==> config.mk <==
export PLATFORM = sky130hd
export DESIGN_NAME = trap_sequencer
export DESIGN_NICKNAME = d
export VERILOG_FILES = /design/src/rtl/trap_sequencer.sv
export SDC_FILE = /design/constraint.sdc
export NUM_CORES = 1
export LEC_CHECK = 0
export CORE_ASPECT_RATIO = 1.25
export CORE_UTILIZATION = 35
export DETAILED_ROUTE_END_ITERATION = 10
export PLACE_DENSITY = 0.73
export SYNTH_ARGS = -nofsm -noshare
export SYNTH_HDL_FRONTEND = slang
export SYNTH_SLANG_ARGS = --single-unit
export TNS_END_PERCENT = 20
==> constraint.sdc <==
create_clock -name clk -period 2.35 [get_ports clk]
set_input_delay 0.47 -clock clk [delete_from_list [all_inputs] [get_ports clk]]
set_output_delay 0.47 -clock clk [all_outputs]
set_load 0.05 [all_outputs]
==> src/rtl/trap_sequencer.sv <==
// Machine-mode trap/mret sequencer: arbitrates EX exceptions and interrupts, flushes, updates CSRs, redirects PC.
// Optional macro TRAP_VECTORED_EN: vectored mtvec mode (mode bits 2'b01) for interrupts.
module trap_sequencer #(
    parameter int unsigned FLUSH_CYCLES = 2
) (
    input  logic        clk,
    input  logic        rst_n,
    input  logic        ex_valid_i,
    input  logic        illegal_ops_ex_i,
    input  logic        ecall_ex_i,
    input  logic        ebreak_ex_i,
    input  logic        mret_ex_i,
    input  logic [31:0] pc_ex_i,
    input  logic [31:0] inst_ex_i,
    input  logic        ext_irq_i,
    input  logic        tmr_irq_i,
    input  logic        sw_irq_i,
    input  logic        csr_mstatus_mie_i,
    input  logic        csr_meie_i,
    input  logic        csr_mtie_i,
    input  logic        csr_msie_i,
    input  logic [31:0] csr_mtvec_i,
    input  logic [31:0] csr_mepc_i,
    output logic        g_exception_o,
    output logic        trap_busy_o,
    output logic        pipe_stall_o,
    output logic        pipe_flush_o,
    output logic        trap_csr_we_o,
    output logic [31:0] mepc_wdata_o,
    output logic [31:0] mcause_wdata_o,
    output logic [31:0] mtval_wdata_o,
    output logic        mstatus_trap_o,
    output logic        mstatus_mret_o,
    output logic        pc_redirect_o,
    output logic [31:0] pc_redirect_addr_o
);

    localparam int unsigned XLEN  = 32;
    localparam int unsigned CNT_W = 4;

    typedef enum logic [1:0] {IDLE, FLUSH, CSRW, REDIR} state_e;

    state_e            state_q, state_d;
    logic [CNT_W-1:0]  cnt_q, cnt_d;
    logic              is_mret_q, is_mret_d;
    logic              is_irq_q, is_irq_d;
    logic [XLEN-1:0]   mepc_q, mepc_d, mcause_q, mcause_d, mtval_q, mtval_d;
    logic              g_exc_q, g_exc_d, busy_q, busy_d, stall_q, stall_d, flush_q, flush_d;
    logic              csr_we_q, csr_we_d, mtrap_q, mtrap_d, mret_p_q, mret_p_d;
    logic              redir_q, redir_d;
    logic [XLEN-1:0]   redir_addr_q, redir_addr_d;

    logic              exc_c, irq_ext_c, irq_sw_c, irq_tmr_c, irq_any_c;
    logic [XLEN-1:0]   trap_base_c, ret_base_c, trap_target_c;

    assign exc_c       = illegal_ops_ex_i | ecall_ex_i | ebreak_ex_i;
    assign irq_ext_c   = csr_mstatus_mie_i & ext_irq_i & csr_meie_i;
    assign irq_sw_c    = csr_mstatus_mie_i & sw_irq_i  & csr_msie_i;
    assign irq_tmr_c   = csr_mstatus_mie_i & tmr_irq_i & csr_mtie_i;
    assign irq_any_c   = irq_ext_c | irq_sw_c | irq_tmr_c;
    assign trap_base_c = csr_mtvec_i & ~XLEN'(3);
    assign ret_base_c  = csr_mepc_i  & ~XLEN'(3);

    // Interrupts may dispatch to base + 4*cause when mtvec selects vectored mode
`ifdef TRAP_VECTORED_EN
    assign trap_target_c = (is_irq_q && csr_mtvec_i[1:0] == 2'b01)
                         ? trap_base_c + {mcause_q[29:0], 2'b00} : trap_base_c;
`else
    assign trap_target_c = trap_base_c;
`endif

    always_comb begin
        state_d      = state_q;
        cnt_d        = cnt_q;
        is_mret_d    = is_mret_q;
        is_irq_d     = is_irq_q;
        mepc_d       = mepc_q;
        mcause_d     = mcause_q;
        mtval_d      = mtval_q;
        g_exc_d      = 1'b0;
        redir_addr_d = '0;

        unique case (state_q)
            IDLE: begin
                if (ex_valid_i && (exc_c || irq_any_c || mret_ex_i)) begin
                    state_d   = FLUSH;
                    cnt_d     = CNT_W'(FLUSH_CYCLES);
                    g_exc_d   = exc_c | irq_any_c;
                    is_mret_d = ~(exc_c | irq_any_c);
                    is_irq_d  = ~exc_c & irq_any_c;
                    if (exc_c || irq_any_c) begin
                        mepc_d  = pc_ex_i;
                        mtval_d = '0;
                        if (illegal_ops_ex_i) begin
                            mcause_d = XLEN'(2);
                            mtval_d  = inst_ex_i;
                        end else if (ecall_ex_i) begin
                            mcause_d = XLEN'(11);
                        end else if (ebreak_ex_i) begin
                            mcause_d = XLEN'(3);
                            mtval_d  = pc_ex_i;
                        end else if (irq_ext_c) begin
                            mcause_d = 32'h8000_000B;
                        end else if (irq_sw_c) begin
                            mcause_d = 32'h8000_0003;
                        end else begin
                            mcause_d = 32'h8000_0007;
                        end
                    end
                end
            end
            FLUSH: begin
                if (cnt_q <= CNT_W'(1)) begin
                    cnt_d   = '0;
                    state_d = is_mret_q ? REDIR : CSRW;
                end else begin
                    cnt_d = cnt_q - CNT_W'(1);
                end
            end
            CSRW:    state_d = REDIR;
            REDIR:   state_d = IDLE;
            default: state_d = IDLE;
        endcase

        // Outputs are registered copies of what the next state implies
        busy_d   = (state_d != IDLE);
        stall_d  = busy_d;
        flush_d  = (state_d == FLUSH);
        csr_we_d = (state_d == CSRW);
        mtrap_d  = (state_d == CSRW);
        redir_d  = (state_d == REDIR);
        mret_p_d = (state_d == REDIR) && is_mret_d;
        if (state_d == REDIR) begin
            redir_addr_d = is_mret_d ? ret_base_c : trap_target_c;
        end
    end

    always_ff @(posedge clk or negedge rst_n) begin
        if (!rst_n) begin
            state_q      <= IDLE;
            cnt_q        <= '0;
            is_mret_q    <= 1'b0;
            is_irq_q     <= 1'b0;
            mepc_q       <= '0;
            mcause_q     <= '0;
            mtval_q      <= '0;
            g_exc_q      <= 1'b0;
            busy_q       <= 1'b0;
            stall_q      <= 1'b0;
            flush_q      <= 1'b0;
            csr_we_q     <= 1'b0;
            mtrap_q      <= 1'b0;
            mret_p_q     <= 1'b0;
            redir_q      <= 1'b0;
            redir_addr_q <= '0;
        end else begin
            state_q      <= state_d;
            cnt_q        <= cnt_d;
            is_mret_q    <= is_mret_d;
            is_irq_q     <= is_irq_d;
            mepc_q       <= mepc_d;
            mcause_q     <= mcause_d;
            mtval_q      <= mtval_d;
            g_exc_q      <= g_exc_d;
            busy_q       <= busy_d;
            stall_q      <= stall_d;
            flush_q      <= flush_d;
            csr_we_q     <= csr_we_d;
            mtrap_q      <= mtrap_d;
            mret_p_q     <= mret_p_d;
            redir_q      <= redir_d;
            redir_addr_q <= redir_addr_d;
        end
    end

    assign g_exception_o      = g_exc_q;
    assign trap_busy_o        = busy_q;
    assign pipe_stall_o       = stall_q;
    assign pipe_flush_o       = flush_q;
    assign trap_csr_we_o      = csr_we_q;
    assign mepc_wdata_o       = mepc_q;
    assign mcause_wdata_o     = mcause_q;
    assign mtval_wdata_o      = mtval_q;
    assign mstatus_trap_o     = mtrap_q;
    assign mstatus_mret_o     = mret_p_q;
    assign pc_redirect_o      = redir_q;
    assign pc_redirect_addr_o = redir_addr_q;

endmodule

==> results_tabular.tex <==
\begin{tabular}{lr}
\hline
Metric & Value \\
\hline
\multicolumn{2}{l}{\textbf{Run status}} \\
\quad Run status & completed \\
\multicolumn{2}{l}{\textbf{Place}} \\
\quad Port Buffer Count & 244 \\
\quad Post-DP HPWL & 10.6 mm \\
\quad Placed instance area & between 7000 and 8000 um2 \\
\quad Setup WS pre-CTS & -104 ps \\
\quad Final Wtd Congestion & 0.807 \\
\multicolumn{2}{l}{\textbf{Synth}} \\
\quad Top cell type's share of synthesized area & 0.546 \\
\quad Count of different cell masters after synthesis & 40 \\
\quad Number of enable flip-flop cells after synthesis & 0 \\
\quad Synthesized instance count & between 400 and 500 \\
\quad Top cell types by occurrence after synthesis & sky130\_fd\_sc\_hd\_\_dfrtp\_1, sky130\_fd\_sc\_hd\_\_nand2\_1, sky130\_fd\_sc\_hd\_\_mux2\_1, sky130\_fd\_sc\_hd\_\_buf\_4, sky130\_fd\_sc\_hd\_\_a22o\_1 \\
\quad Netlist area before placement & $\sim$5100 um2 \\
\quad Most area-consuming cells after synthesis & sky130\_fd\_sc\_hd\_\_dfrtp\_1, sky130\_fd\_sc\_hd\_\_mux2\_1, sky130\_fd\_sc\_hd\_\_mux2i\_1 \\
\quad Share of synthesized flip-flops with an asynchronous set or reset & 1.00 \\
\quad Most used standard cell by instance count after synthesis & sky130\_fd\_sc\_hd\_\_dfrtp\_1 \\
\quad Yosys warns & 0 \\
\quad Proportion of synthesized chip area in sequential cells & 0.546 \\
\quad Post-synthesis average cell area & 12.3 um2 \\
\quad Library cell with the largest summed area after synthesis & sky130\_fd\_sc\_hd\_\_dfrtp\_1 \\
\quad Flip-flop cell with the highest count after synthesis & sky130\_fd\_sc\_hd\_\_dfrtp\_1 \\
\quad Yosys reg bits & 112 \\
\multicolumn{2}{l}{\textbf{Drt}} \\
\quad Number of nets still failing antenna checks after routing & 0 \\
\quad Routed vias & roughly 4000 \\
\quad First-iteration detailed-routing DRC count & 115 \\
\quad Average vias per placed instance & between 4 and 5 \\
\quad \# DRC & 0 \\
\quad Routed Wire Length & 13.6 mm \\
\quad Detailed-route wire length per cell & 15.9 um \\
\quad TritonRoute pass-1 iters & 4 \\
\multicolumn{2}{l}{\textbf{Cells and area}} \\
\quad Fraction of layout instances using a drive strength above 1 & 0.0759 \\
\quad Antenna diode count & 0 \\
\quad Area taken by flip-flops and latches & 2800 um2 \\
\quad Non-Filler Cell Area, Final & between 8000 and 9000 um2 \\
\quad Filler cells & between 1000 and 1500 \\
\quad Combined area of the multi-input logic cells & $\sim$2000 um2 \\
\quad Area growth from synthesis to layout & 57.6\% \\
\quad Number of nets in the layout & 812 \\
\multicolumn{2}{l}{\textbf{Setup path}} \\
\quad CP required & 2560 ps \\
\quad Combined buffer and inverter count along the critical path & 2 \\
\quad Max incr delay on CP & around 530 ps \\
\quad Crit path max-delay cell type & sky130\_fd\_sc\_hd\_\_clkdlybuf4s50\_1 \\
\quad Crit path cell chain & clkdlybuf4s50\_1, a22oi\_1, o211a\_2, nor2\_4, buf\_4, mux2\_1 \\
\quad Maximum fanout count along the critical path & 21 \\
\quad Sort of element at the start of the critical path & input pin \\
\quad Top Family by Delay on Critical Path & buffers and inverters \\
\quad Crit path DAT & between 2000 and 2500 ps \\
\quad Worst-case register-to-register setup slack & between 400 and 500 ps \\
\quad Critical path class & in -> reg \\
\quad Critical Path End Type & register \\
\multicolumn{2}{l}{\textbf{STA}} \\
\quad Final count of negative-setup-slack endpoints & 0 \\
\quad Smallest setup slack after layout & roughly 270 ps \\
\quad Portion of the clock cycle consumed by the worst path in the final layout & 0.886 \\
\quad Fmax achieved & 480 MHz \\
\quad Post-Route Setup TNS & 0 ps \\
\quad Number of max-slew violations in the final report & 0 \\
\quad Final hold slack & 17.4 ps \\
\quad Count of final hold-check violations & 0 \\
\quad RSZ-0062 raised after global routing & no \\
\quad Tmin final & 2080 ps \\
\quad Transition time of the tightest slew-check pin & 898 ps \\
\quad Final worst clock skew & 5.99 ps \\
\quad Max-slew headroom at the worst pin & 0.398 \\
\multicolumn{2}{l}{\textbf{Worst hold path}} \\
\quad Tightest Hold Check Type & in -> async \\
\multicolumn{2}{l}{\textbf{Die}} \\
\quad Initial standard-cell utilization of the core & 0.358 \\
\quad I/O pin total & between 200 and 300 \\
\quad Total core area & 14300 um2 \\
\quad Y dimension of the die & 137 um \\
\quad Horizontal extent of the die & about 110 um \\
\quad Number of standard-cell rows in the floorplan & 49 \\
\quad Overall die area & 15200 um2 \\
\multicolumn{2}{l}{\textbf{Power}} \\
\quad Leakage Power & 3.48 nW \\
\quad Clock power share & 0.137 \\
\quad Sw Ratio & 0.472 \\
\quad Combinational fraction of design power & 0.588 \\
\quad Proportion of power drawn by flip-flops and latches & 0.275 \\
\quad Total Power Consumption & 11.4 mW \\
\quad Internal power & just over 6 mW \\
\quad Pwr dens & around 1400 nW/um2 \\
\quad Worst IR drop on VDD & 938 uV \\
\quad Sw Pwr & $\sim$5.4 mW \\
\multicolumn{2}{l}{\textbf{Clocking}} \\
\quad Post-cts gate resize count & 0 \\
\quad CTS clk-pin slew, worst paths & 80 ps \\
\quad Setup bufs post-CTS & 0 \\
\quad Root buffer cell & sky130\_fd\_sc\_hd\_\_clkbuf\_16 \\
\quad Clk\_lat worst skew & 340 ps \\
\quad CTS sink cnt & around 110 \\
\quad Deepest clock path buffer count & 2 \\
\quad H-tree lvl count & 3 \\
\quad CTS tree & built \\
\quad CTS buffer count & 9 \\
\quad \# hold bufs at CTS & 0 \\
\multicolumn{2}{l}{\textbf{GRT}} \\
\quad Global route total overflow & 0 \\
\quad First-pass GRT wire length & 20.4 mm \\
\quad Via count of the first global-routing pass & between 4000 and 5000 \\
\quad All-Layer GR Usage & 0.177 \\
\quad Number of antenna violations at the first check in global routing & 0 \\
\quad Largest net degree at the start of global routing & 63 \\
\multicolumn{2}{l}{\textbf{Job}} \\
\quad Max capacitance violation total & 0 \\
\hline
\end{tabular}
-- logic make-up (layout without fill, tap and decap cells) --
family,count (synthesis),after routing,share of synthesized area
mux,96,96,0.203
buf+inv,63,290,0.0829
compound gates,57,57,0.0914
fa+ha+maj,2,2,0.00487
simple gates,86,86,0.0709
other cells,1,29,0.000730
flops,112,112,0.546
-- routing by layer --
metal  GRT usage  share of wire  wire (um)  up-vias
met2       0.312           0.51       6910      182
li1            -              -          -     1897
met3      0.0653           0.10       1410       13
met1       0.194           0.37       5010     1879
met4      0.0599          0.016        215        0
met5           0              0          0        -
-- cell usage in the layout (no fill, tap or decap), types with 3 or more instances in the layout --
| cell | instances |
|---|---|
| sky130_fd_sc_hd__a22o_1 | 32 |
| sky130_fd_sc_hd__a31oi_1 | 4 |
| sky130_fd_sc_hd__buf_12 | 7 |
| sky130_fd_sc_hd__buf_4 | 18 |
| sky130_fd_sc_hd__clkbuf_16 | 9 |
| sky130_fd_sc_hd__clkdlybuf4s50_1 | 243 |
| sky130_fd_sc_hd__conb_1 | 29 |
| sky130_fd_sc_hd__dfrtp_1 | 112 |
| sky130_fd_sc_hd__inv_1 | 6 |
| sky130_fd_sc_hd__mux2_1 | 64 |
| sky130_fd_sc_hd__mux2i_1 | 30 |
| sky130_fd_sc_hd__nand2_1 | 67 |
| sky130_fd_sc_hd__nand3_1 | 3 |
| sky130_fd_sc_hd__o21ai_0 | 3 |
| sky130_fd_sc_hd__o21ai_1 | 4 |
-- metrics by stage --
| stage | util | instances |
|---|---|---|
| floorplan | - | 445 |
| global placement | 0.543 | 835 |
| detailed placement | 0.543 | 835 |
| CTS | 0.564 | 850 |
| global route | 0.564 | 850 |
| finish | 0.564 | 850 |
-- final timing paths --
| kind | end | start | cells past startpoint |
|---|---|---|---|
| worst min-delay path | mtval_wdata_o[11] | rst_n | 1 |
| min in group clk | mcause_wdata_o[1] | mcause_wdata_o[1] | 1 |
| max in group asynchronous | mcause_wdata_o[1] | rst_n | 2 |
| worst max-delay path | mtval_wdata_o[30] | csr_meie_i | 6 |
| worst min register to register | mcause_wdata_o[1] | mcause_wdata_o[1] | 1 |
| worst max register to register | pc_redirect_addr_o[7] | cnt_q[1] | 7 |
-- sequential cells by signal, indices dropped and copies added (netlist names), 2 cells and up --
name,count
state_q,2
cnt_q,4
mtval_wdata_o,32
mepc_wdata_o,32
pc_redirect_addr_o,30
mcause_wdata_o,5
-- worst register-to-register path: stages, from the launching register on --
cell                      delay [ps]
sky130_fd_sc_hd__dfrtp_1         410
sky130_fd_sc_hd__inv_1           110
sky130_fd_sc_hd__ha_1            200
sky130_fd_sc_hd__nor2_1           90
sky130_fd_sc_hd__o41ai_4         360
sky130_fd_sc_hd__buf_12          280
sky130_fd_sc_hd__nand2_1          90
sky130_fd_sc_hd__mux2i_1         260
-- layout make-up --
class / count / area share
sequential: 112 / 0.346
timing repair buffer: 268 / 0.335
multi-input combinational: 270 / 0.251
clock buffer: 10 / 0.0295
tap: 178 / 0.0275
clock inverter: 5 / 0.00789
inverter: 7 / 0.00325
-- power groups by stage --
| stage | logic, mW | clock network, mW | registers (mW) |
|---|---|---|---|
| 3_5_place_dp | 6.78 | 0 | 3.18 |
| 5_1_grt | 7.08 | 1.70 | 3.23 |
| 6_report | 6.72 | 1.57 | 3.14 |
| 2_1_floorplan | 1.77 | 0 | 5.82 |
| 3_3_place_gp | 6.68 | 0 | 3.12 |
| 4_1_cts | 6.79 | 1.62 | 3.15 |
(Power assumes the default switching activity.)
